`config.mk`:
```
export PLATFORM = sky130hd
export DESIGN_NAME = simd_ctrl_fsm
export DESIGN_NICKNAME = d
export VERILOG_FILES = /design/src/rtl/simd_ctrl_pkg.sv /design/src/rtl/simd_ctrl_fsm_watchdog.sv /design/src/rtl/simd_ctrl_fsm.sv
export SDC_FILE = /design/constraint.sdc
export NUM_CORES = 1
export LEC_CHECK = 0
export ABC_AREA = 1
export CAP_MARGIN = 20
export CELL_PAD_IN_SITES_DETAIL_PLACEMENT = 1
export CELL_PAD_IN_SITES_GLOBAL_PLACEMENT = 1
export CORE_MARGIN = 2
export CORE_UTILIZATION = 42
export DETAILED_ROUTE_END_ITERATION = 10
export DONT_BUFFER_PORTS = 1
export PLACE_DENSITY_LB_ADDON = 0.1
export RECOVER_POWER = 25
export SYNTH_ARGS = -nofsm -noshare
export SYNTH_HDL_FRONTEND = slang
export SYNTH_SLANG_ARGS = --single-unit
```
`constraint.sdc`:
```
create_clock -name CLK -period 3.7 [get_ports CLK]
set_clock_uncertainty 0.1 [all_clocks]
set_input_delay 0.74 -clock CLK [delete_from_list [all_inputs] [get_ports CLK]]
set_output_delay 0.74 -clock CLK [all_outputs]
set_load 0.005 [all_outputs]
```
`src/rtl/simd_ctrl_pkg.sv`:
```
// Shared types and instruction-field layout for the SIMD control sequencer.
package simd_ctrl_pkg;

    typedef enum logic [2:0] {
        OP_NOP   = 3'd0,
        OP_CLR   = 3'd1,
        OP_LOADA = 3'd2,
        OP_LOADB = 3'd3,
        OP_MAC   = 3'd4,
        OP_STORE = 3'd5,
        OP_HALT  = 3'd6,
        OP_RSVD  = 3'd7
    } op_e;

    typedef enum logic [2:0] {
        S_IDLE,
        S_DECODE,
        S_LOADA,
        S_LOADB,
        S_MAC,
        S_STORE,
        S_HALT,
        S_ERROR
    } state_e;

    localparam int OP_LSB      = 0;
    localparam int DIMEN_LSB   = 3;
    localparam int CLR_BIT     = 5;
    localparam int MASK_LSB    = 8;
    localparam int ADDR_LSB    = 16;
    localparam int RPT_LSB     = 24;
    localparam int INSTR_MIN_W = 29;

    typedef struct packed {
        logic [4:0] rpt;
        logic [7:0] addr;
        logic [7:0] mask;
        logic       clr_acc;
        logic [1:0] dimen;
        op_e        op;
    } instr_t;

    // Pull the fixed-position fields out of the raw instruction word.
    function automatic instr_t decode_instr(input logic [INSTR_MIN_W-1:0] raw);
        instr_t d;
        d.op      = op_e'(raw[OP_LSB +: 3]);
        d.dimen   = raw[DIMEN_LSB +: 2];
        d.clr_acc = raw[CLR_BIT];
        d.mask    = raw[MASK_LSB +: 8];
        d.addr    = raw[ADDR_LSB +: 8];
        d.rpt     = raw[RPT_LSB +: 5];
        return d;
    endfunction

    // A repeat count of zero still performs one MAC step.
    function automatic logic [4:0] rep_init(input logic [4:0] r);
        return (r == 5'd0) ? 5'd1 : r;
    endfunction

endpackage

```
`src/rtl/simd_ctrl_fsm_watchdog.sv`:
```
// Per-instruction cycle watchdog: counts cycles spent in an execute state and
// flags expiry on the cycle whose edge would bring the count to TIMEOUT.
module simd_watchdog #(
    parameter int TIMEOUT = 255
) (
    input  logic CLK,
    input  logic RSTN,
    input  logic clr,
    input  logic run,
    output logic expired
);

    localparam int CW = (TIMEOUT > 1) ? $clog2(TIMEOUT + 1) : 1;
    localparam logic [CW-1:0] LAST = (TIMEOUT > 0) ? CW'(TIMEOUT - 1) : '0;

    logic [CW-1:0] cnt;

    // Count execute-state cycles; clear restarts the window.
    always_ff @(posedge CLK) begin
        if (!RSTN || clr) begin
            cnt <= '0;
        end else if (run) begin
            cnt <= cnt + CW'(1);
        end
    end

    assign expired = (TIMEOUT != 0) && run && (cnt == LAST);

endmodule

```
`src/rtl/simd_ctrl_fsm.sv`:
```
// Instruction sequencer for the N-lane SIMD array: fetch handshake, load/MAC/
// store sequencing with lane masks, and a per-instruction watchdog.
//
// state    | meaning
// ---------+------------------------------------------------------------
// S_IDLE   | waiting for START_SIGNAL
// S_DECODE | waiting for INSTR_VALID; NOP/CLR retire here
// S_LOADA  | loading A operand until FETCH_DONE
// S_LOADB  | loading B operand until FETCH_DONE
// S_MAC    | issuing rep_cnt MAC steps, one per MAC_DONE
// S_STORE  | storing results until STORE_DONE
// S_HALT   | stopped until reset
// S_ERROR  | watchdog expiry or reserved opcode, sticky until reset
module simd_ctrl_fsm
    import simd_ctrl_pkg::*;
#(
    parameter int N_PE    = 4,
    parameter int ADDR_W  = 4,
    parameter int DIMEN_W = 2,
    parameter int INSTR_W = 32,
    parameter int TIMEOUT = 255
) (
    input  logic               CLK,
    input  logic               RSTN,
    input  logic               START_SIGNAL,
    input  logic [INSTR_W-1:0] INSTR,
    input  logic               INSTR_VALID,
    output logic               PC_INCR,
    output logic               INSTR_DONE,
    output logic               BUSY,
    output logic [N_PE-1:0]    RST_ACC,
    output logic [N_PE-1:0]    RST_ADD,
    output logic [N_PE-1:0]    WRITE_MAT,
    output logic               MAT_MUX,
    output logic [N_PE-1:0]    MAC_CTRL,
    input  logic               MAC_DONE,
    output logic [N_PE-1:0]    OUT_READY,
    output logic [DIMEN_W-1:0] DIMEN,
    output logic               ADDR_START,
    output logic               ADDR_RST,
    output logic [ADDR_W-1:0]  ADDRESS,
    input  logic               FETCH_DONE,
    output logic               WRADDR_START,
    input  logic               STORE_DONE,
    output logic               STOP_SIGNAL,
    output logic               ERROR
);

    state_e             state;
    instr_t             instr_q;
    logic [4:0]         rep_cnt;
    instr_t             in_d;
    logic [N_PE-1:0]    in_mask, q_mask;
    logic [ADDR_W-1:0]  in_addr, q_addr;
    logic [DIMEN_W-1:0] in_dimen, q_dimen;
    logic               wd_clr, wd_run, wd_expired;
    logic               unused_bits;

    assign in_d     = decode_instr(INSTR[INSTR_MIN_W-1:0]);
    assign in_mask  = in_d.mask[N_PE-1:0];
    assign in_addr  = in_d.addr[ADDR_W-1:0];
    assign in_dimen = DIMEN_W'(in_d.dimen);
    assign q_mask   = instr_q.mask[N_PE-1:0];
    assign q_addr   = instr_q.addr[ADDR_W-1:0];
    assign q_dimen  = DIMEN_W'(instr_q.dimen);

    assign unused_bits = ^{INSTR, instr_q};

    // Watchdog window restarts on instruction accept and on every MAC step.
    assign wd_run = (state == S_LOADA) || (state == S_LOADB) ||
                    (state == S_MAC)   || (state == S_STORE);
    assign wd_clr = ((state == S_DECODE) && INSTR_VALID) ||
                    ((state == S_MAC) && MAC_DONE);

    simd_watchdog #(.TIMEOUT(TIMEOUT)) u_wd (
        .CLK     (CLK),
        .RSTN    (RSTN),
        .clr     (wd_clr),
        .run     (wd_run),
        .expired (wd_expired)
    );

    // Sequencer state and all registered strobes; completion beats watchdog.
    always_ff @(posedge CLK) begin
        if (!RSTN) begin
            state        <= S_IDLE;
            instr_q      <= '0;
            rep_cnt      <= '0;
            PC_INCR      <= 1'b0;
            INSTR_DONE   <= 1'b0;
            BUSY         <= 1'b0;
            RST_ACC      <= '1;
            RST_ADD      <= '1;
            WRITE_MAT    <= '0;
            MAT_MUX      <= 1'b0;
            MAC_CTRL     <= '0;
            OUT_READY    <= '0;
            DIMEN        <= '0;
            ADDR_START   <= 1'b0;
            ADDR_RST     <= 1'b1;
            ADDRESS      <= '0;
            WRADDR_START <= 1'b0;
            STOP_SIGNAL  <= 1'b0;
            ERROR        <= 1'b0;
        end else begin
            PC_INCR      <= 1'b0;
            INSTR_DONE   <= 1'b0;
            BUSY         <= 1'b1;
            RST_ACC      <= '0;
            RST_ADD      <= '0;
            WRITE_MAT    <= '0;
            MAT_MUX      <= 1'b0;
            MAC_CTRL     <= '0;
            OUT_READY    <= '0;
            DIMEN        <= '0;
            ADDR_START   <= 1'b0;
            ADDR_RST     <= 1'b0;
            ADDRESS      <= '0;
            WRADDR_START <= 1'b0;
            STOP_SIGNAL  <= 1'b0;
            ERROR        <= 1'b0;
            case (state)
                S_IDLE: begin
                    if (START_SIGNAL) state <= S_DECODE;
                    else              BUSY  <= 1'b0;
                end
                S_DECODE: begin
                    if (INSTR_VALID) begin
                        instr_q <= in_d;
                        PC_INCR <= 1'b1;
                        DIMEN   <= in_dimen;
                        if (in_d.clr_acc) RST_ACC <= in_mask;
                        case (in_d.op)
                            OP_NOP: INSTR_DONE <= 1'b1;
                            OP_CLR: begin
                                INSTR_DONE <= 1'b1;
                                RST_ACC    <= in_mask;
                            end
                            OP_LOADA, OP_LOADB: begin
                                state      <= (in_d.op == OP_LOADA) ? S_LOADA : S_LOADB;
                                WRITE_MAT  <= in_mask;
                                MAT_MUX    <= (in_d.op == OP_LOADA);
                                ADDRESS    <= in_addr;
                                ADDR_START <= 1'b1;
                            end
                            OP_MAC: begin
                                state   <= S_MAC;
                                rep_cnt <= rep_init(in_d.rpt);
                            end
                            OP_STORE: begin
                                state        <= S_STORE;
                                OUT_READY    <= in_mask;
                                WRADDR_START <= 1'b1;
                                ADDR_START   <= 1'b1;
                                ADDRESS      <= in_addr;
                            end
                            OP_HALT: begin
                                state       <= S_HALT;
                                STOP_SIGNAL <= 1'b1;
                                BUSY        <= 1'b0;
                            end
                            default: begin
                                state    <= S_ERROR;
                                ERROR    <= 1'b1;
                                ADDR_RST <= 1'b1;
                                RST_ACC  <= '0;
                                BUSY     <= 1'b0;
                            end
                        endcase
                    end
                end
                S_LOADA, S_LOADB: begin
                    if (FETCH_DONE) begin
                        state      <= S_DECODE;
                        ADDR_RST   <= 1'b1;
                        RST_ADD    <= q_mask;
                        INSTR_DONE <= 1'b1;
                    end else if (wd_expired) begin
                        state    <= S_ERROR;
                        ERROR    <= 1'b1;
                        ADDR_RST <= 1'b1;
                        BUSY     <= 1'b0;
                    end else begin
                        WRITE_MAT  <= q_mask;
                        MAT_MUX    <= (state == S_LOADA);
                        ADDRESS    <= q_addr;
                        DIMEN      <= q_dimen;
                        ADDR_START <= 1'b1;
                    end
                end
                S_MAC: begin
                    if (MAC_DONE) begin
                        MAC_CTRL <= q_mask;
                        rep_cnt  <= rep_cnt - 5'd1;
                        if (rep_cnt == 5'd1) begin
                            state      <= S_DECODE;
                            INSTR_DONE <= 1'b1;
                        end
                    end else if (wd_expired) begin
                        state    <= S_ERROR;
                        ERROR    <= 1'b1;
                        ADDR_RST <= 1'b1;
                        BUSY     <= 1'b0;
                    end
                end
                S_STORE: begin
                    if (STORE_DONE) begin
                        state      <= S_DECODE;
                        ADDR_RST   <= 1'b1;
                        INSTR_DONE <= 1'b1;
                    end else if (wd_expired) begin
                        state    <= S_ERROR;
                        ERROR    <= 1'b1;
                        ADDR_RST <= 1'b1;
                        BUSY     <= 1'b0;
                    end else begin
                        OUT_READY    <= q_mask;
                        WRADDR_START <= 1'b1;
                        ADDR_START   <= 1'b1;
                        ADDRESS      <= q_addr;
                        DIMEN        <= q_dimen;
                    end
                end
                S_HALT: begin
                    STOP_SIGNAL <= 1'b1;
                    BUSY        <= 1'b0;
                end
                default: begin
                    ERROR    <= 1'b1;
                    ADDR_RST <= 1'b1;
                    BUSY     <= 1'b0;
                end
            endcase
        end
    end

endmodule

```
==> run summary, run 1 <==
outcome = finished, final reports clean
Post-Syn Area = 2690 um^2
Pleak = 1.23 nW
FMAX = 409 MHz
R2R cell count = 10
DIE AREA = 7070 um^2
chip height = 84.1 um
DR WL/cell = 15.8 um
via count = 2375
ranking of synthesized cells by area = dfxtp_1 (45%), nand2_1 (12%), nand3_1 (6.1%), nor2_1 (6.0%), a21oi_1 (5.2%)
worst-skew pair later-pin latency = 0.34 ns
flops & latches, synth = 61
Slew headroom = 48.3%
post-route cell area = 2930 um^2
Worst Setup SP = state[1]
Crit. End Element = register
synthesized net count = 411
I/O Buffers = 0
initial antenna violation count = 0
post-synth top area share = 45.3%
Setup Fix Bufs, Post-CTS = 0
CTS tree = done
Worst setup SP type = register
setup ws final = 1.26 ns
cts repair resizes = 0
pre-CTS setup slack = 1.28 ns
Worst Tran Pin Value = 0.775 ns
Pins Over Slew Limit = 0
number of synthesized flops with an enable pin = 0
worst-path fanout max = 9
Net count, final = 415
Hold Path Class = reg2reg
Hold Vio Cnt, Final = 0
CTS clock-pin slew for the worst setup and hold paths = 0.07 ns
DRC violations left = 0
r2r startpoint = state[1]
TritonCTS Buffers = 9
post-DP HPWL = 5270 um
multi-input logic area = 1300 um^2
Setup-failing EPs final = 0
vias in the first global route = 2421
YS warnings = 0
grt total ovfl = 0
# H-tree levels = 3
period utilization = 66.0%
R2R Setup Slk = 1.26 ns
Setup CP Type = reg2reg
largest net degree at the start of global routing = 24
post-synth cell types = 35
gp weighted congestion = 0.838
setup tns final = 0 ns
antenna-violating nets left = 0
RSZ-0062 raised after global routing = false
CP Data Required Time = 3.81 ns
Core Region = 6280 um^2
dpl cell area = 2750 um^2
Layout area overhead = 8.78%
CTS Sinks = 61
Routed WL = 7130 um
Power Dens Cells = 553 nW/um^2
Synth async-reset ratio = 0%
sequential cell area fraction in the yosys report = 45.3%
Main synth FF type = dfxtp_1
drt pass-1 iters = 4
R2R Path End = ADDR_START
Mapped Cells = 364
synthesized area per cell = 7.40 um^2
ant diodes = 0
Critical Path End = ADDR_START
Peak VDD IR = 0.000240 V
crit path DAT = 2.55 ns
Tmin final = 2.44 ns
GRT Overall Usage = 21.0%
total area of sequential cells = 1220 um^2
Die Wd = 84.1 um
Max Buffers Root-to-Sink = 2
hold_buf cts = 0
I/O Pins = 74
max-cap viol count = 0
Synth area leader = dfxtp_1
Starting DRT DRC Count = 83
layout cells sized above 1 = 7.24%
first-pass GRT wire length = 11600 um
vias per cell = 5.28
number of fill cells = 822
Starting Density = 42.9%
CTS root buf = clkbuf_8
# rows = 29
## logic make-up (layout without fill, tap and decap cells)
group | Yosys count | in the layout | synth area share (%)
compound gates | 64 | 64 | 13.1
xor+xnor | 5 | 5 | 1.63
fa+ha+maj | 8 | 8 | 3.72
buf+inv | 43 | 52 | 6.55
flops | 61 | 61 | 45.3
simple gates | 183 | 183 | 29.6
## area by class of cell
| class | instances | area share [%] |
|---|---|---|
| Inverter | 36 | 4.70 |
| Tap cell | 77 | 3.29 |
| Clock buffer | 13 | 5.42 |
| Sequential cell | 61 | 41.7 |
| Multi-Input combinational cell | 260 | 44.2 |
| Clock inverter | 3 | 0.683 |
## synthesized netlist by cell type (3+ instances only)
library cell / n
nand2_1: 88
nor3_1: 4
nand3_1: 33
dfxtp_1: 61
nor2_1: 43
o21ai_0: 18
xor2_1: 5
inv_2: 3
a21oi_1: 28
clkbuf_1: 3
ha_1: 8
o22ai_1: 7
inv_1: 32
nand3b_1: 4
## sequential cells by signal, indices dropped and copies added (netlist names), 2 cells and up
name and count:
q_dimen 2, rep_cnt 5, u_wd.cnt 8, RST_ADD 4
MAC_CTRL 4, WRITE_MAT 4, DIMEN 2, state 3
RST_ACC 4, ADDRESS 4, OUT_READY 4, instr_q 8
## metrics by stage
stage,hold slack (ns),util [%],power [mW],instances
floorplan,0.319,-,1.02,364
global placement,0.329,43.8,1.09,434
detailed placement,0.335,43.8,1.10,434
CTS,0.350,46.7,1.64,450
global route,0.361,46.7,1.72,450
finish,0.349,46.7,1.62,450
## how the worst min path moves through the flow
stage                        to         from  depth (start not counted)  slack [ns]
floorplan           instr_q[14]  instr_q[14]                          2        0.32
CTS                 instr_q[15]  instr_q[15]                          2        0.35
detailed placement  instr_q[15]  instr_q[15]                          2        0.34
global placement    instr_q[15]  instr_q[15]                          2        0.33
global route         RST_ACC[0]         RSTN                          1        0.36
finish              instr_q[15]  instr_q[15]                          2        0.35
## critical path, cell delays in order (launching register included)
cell and delay, ns:
dfxtp_1 0.54, inv_2 0.16, ha_1 0.37, inv_1 0.17
nand2_1 0.08, nor2_1 0.09, nand2_1 0.21, nand2_1 0.23
nand2_2 0.16, a21oi_1 0.15, nor2_1 0.05
## cell usage in the layout, fill, tap and decap left out
cell and count:
nand2_2 2, dfxtp_1 61, nor3_1 4, nand4_1 1, a32oi_1 1, and3_1 1, ha_1 8, nor2_4 2
o21ai_1 2, clkbuf_8 11, xor2_1 5, o21ai_0 18, nand3_4 1, clkinv_2 1, a31oi_1 2, o21a_1 2
clkinvlp_4 2, nor3b_1 1, o22ai_1 7, o211a_1 1, nand3_1 33, clkbuf_1 2, inv_2 3, inv_1 32
nor2_2 2, nand2_1 88, or2_2 1, a21oi_2 1, inv_4 1, o31ai_1 1, a21boi_0 1, nand3b_1 4
a21oi_1 28, nor2_1 43
## power by group
part | leakage (nW) | internal, mW | switching (mW)
clock network | 0.0857 | 0.279 | 0.257
registers | 0.497 | 0.706 | 0.0420
logic | 0.649 | 0.101 | 0.234
total | 1.23 | 1.09 | 0.533
## metal layers
metal	vias to the layer above	GRT usage, %	share of wire [%]
met5	-	0	0
met4	0	7.33	1.4
met3	10	5.93	5.2
met2	54	34.0	46
met1	1113	26.8	47
li1	1198	-	-
Note: power is estimated with default switching activity, not from simulation.
==> run 2, diff against run 1 <==
Clock period 3.7 ns to 2.4 ns, I/O delays scaled along.
==> run summary, run 2 (synthesis gave the netlist of run 1 again) <==
initial antenna violation count = 0 (unchanged)
hold wc startpoint = RSTN
number of fill cells = 800 (-2.7%)
Peak VDD IR = 0.000440 V (+83%)
largest net degree at the start of global routing = 24 (unchanged)
Tmin final = 1.92 ns (-0.527 ns)
GRT Overall Usage = 21.6% (+0.55 points)
setup tns final = 0 ns (unchanged)
multi-input logic area = 1300 um^2 (unchanged)
vias per cell = 5.26 (-0.40%)
first-pass GRT wire length = 12000 um (+3.0%)
Starting Density = 42.9% (unchanged)
CP Data Required Time = 2.52 ns (-1.29 ns)
Worst Tran Pin Value = 0.683 ns (-0.0923 ns)
Power Dens Cells = 891 nW/um^2 (+61%)
Max Buffers Root-to-Sink = 2 (unchanged)
cts repair resizes = 0 (unchanged)
Slew headroom = 54.3% (+6.0 points)
most used cell, CP = nand2_1
post-DP HPWL = 5430 um (+3.1%)
Pleak = 1.31 nW (+6.2%)
Setup-failing EPs final = 0 (unchanged)
I/O Buffers = 0 (unchanged)
Setup Fix Bufs, Post-CTS = 0 (unchanged)
# rows = 29 (unchanged)
TritonCTS Buffers = 9 (unchanged)
grt total ovfl = 0 (unchanged)
Net Sw Frac = 30.9% (-2.0 points)
commonest cells after routing, fill and taps aside = nand2_1 (88), dfxtp_1 (61), nor2_1 (43), nand3_1 (33), inv_1 (32)
drt pass-1 iters = 4 (unchanged)
Detail Route met2 WL = 3390 um (+2.4%)
worst-path fanout max = 7 (-2)
Comb power frac = 20.5% (-0.2 points)
# H-tree levels = 3 (unchanged)
I/O Pins = 74 (unchanged)
hold_buf cts = 0 (unchanged)
Layout area overhead = 13.2%
Int Pwr = 1.88 mW (+73%)
Post-Route M1 WL = 3280 um (-1.9%)
Worst path max stage delay = 0.34 ns (-0.20 ns)
period utilization = 79.9% (+14 points)
Routed WL = 7230 um (+1.4%)
met3 WL = 508 um (+37%)
WHS Path Cells = 1 (-1)
commonest non-fill, non-tap cell in the layout = nand2_1
vias in the first global route = 2453 (+1.3%)
largest registers = instr_q: 8 flops, u_wd.cnt: 8 flops, rep_cnt: 5 flops
CTS root buf = clkbuf_8
RSZ-0062 raised after global routing = false
crit path DAT = 2.04 ns (-0.51 ns)
Worst setup SP type = register
Clk network pwr share = 37.5% (+4.4 points)
antenna-violating nets left = 0 (unchanged)
chip height = 84.1 um (unchanged)
Starting DRT DRC Count = 84 (+1.2%)
Hold EP = RST_ACC[1]
crit-path cells = inv_2, ha_1, inv_1, nand2_1, nor2_1, nand2_1, buf_4, a21oi_1, o21ai_1, nand2_1, a21oi_1
DR WL/cell = 15.7 um (-0.82%)
layout cells sized above 1 = 10.2% (+2.9 points)
Die Wd = 84.1 um (unchanged)
CP delay by family, top = simple AND/OR/NAND/NOR gates
Switch Pwr = 840 uW (+58%)
ant diodes = 0 (unchanged)
max-cap viol count = 0 (unchanged)
Buf+Inv Stages, Crit Path = 3 (+1)
Core Region = 6280 um^2 (unchanged)
Worst Setup SP = state[1]
total area of sequential cells = 1220 um^2 (unchanged)
Crit. End Element = register
R2R Path End = BUSY
outcome = finished, final reports clean
gp weighted congestion = 0.879 (+4.8%)
DRC violations left = 0 (unchanged)
Critical-path top delay cell = dfxtp_1
r2r startpoint = state[1]
DIE AREA = 7070 um^2 (unchanged)
Hold Path Class = in2reg
FMAX = 522 MHz (+28%)
CTS tree = done
Hold Vio Cnt, Final = 0 (unchanged)
Seq pwr share = 42.0% (-4.2 points)
CTS clock-pin slew for the worst setup and hold paths = 0.07 ns (about the same)
top sig layer = met4
worst-skew pair later-pin latency = 0.34 ns (about the same)
Pins Over Slew Limit = 0 (unchanged)
final design utilization = 48.6% (+1.9 points)
via count = 2418 (+1.8%)
Net count, final = 425 (+2.4%)
R2R cell count = 11 (+1)
Setup CP Type = reg2reg
CTS Sinks = 61 (unchanged)
R2R Setup Slk = 0.48 ns (-0.77 ns)
[run 2: worst max-delay path by stage]
stage	depth (start not counted)	to	slack (ns)
floorplan	10	ADDR_START	0.45
finish	11	BUSY	0.48
CTS	10	ADDR_START	0.45
global route	10	ADDR_START	0.30
global placement	10	ADDR_START	0.51
detailed placement	10	ADDR_START	0.48
[run 2: per-layer routing]
layer	up-vias	global-route usage, %
li1	1216	-
met4	0	5.28
met3	4	8.01
met5	-	0
met1	1128	27.1
met2	70	35.1
[run 2: power groups by stage]
stage	Clock [mW]	Combinational, mW	Sequential, mW
6_report	1.02	0.558	1.14
2_1_floorplan	0	0.416	1.15
5_1_grt	1.09	0.635	1.15
3_3_place_gp	0	0.542	1.16
3_5_place_dp	0	0.552	1.16
4_1_cts	1.04	0.557	1.14
[run 2: final cells by class]
cell class                      count  area share, %
Inverter                           36           4.51
Multi-Input combinational cell    260           42.5
Timing Repair Buffer               10           2.46
Clock buffer                       10           4.51
Tap cell                           77           3.16
Sequential cell                    61           40.0
Clock inverter                      6           2.83
[run 2: per-stage QoR]
stage                     std cells  power, mW  setup slack, ns  hold slack, ns  cell area [um^2]
after floorplan                 364       1.57            0.448           0.319              2690
after global placement          444       1.70            0.514           0.328              2830
after detailed placement        444       1.72            0.480           0.332              2830
after CTS                       460       2.74            0.453           0.102              3050
after global routing            460       2.88            0.302          0.0914              3050
final                           460       2.72            0.484           0.122              3050
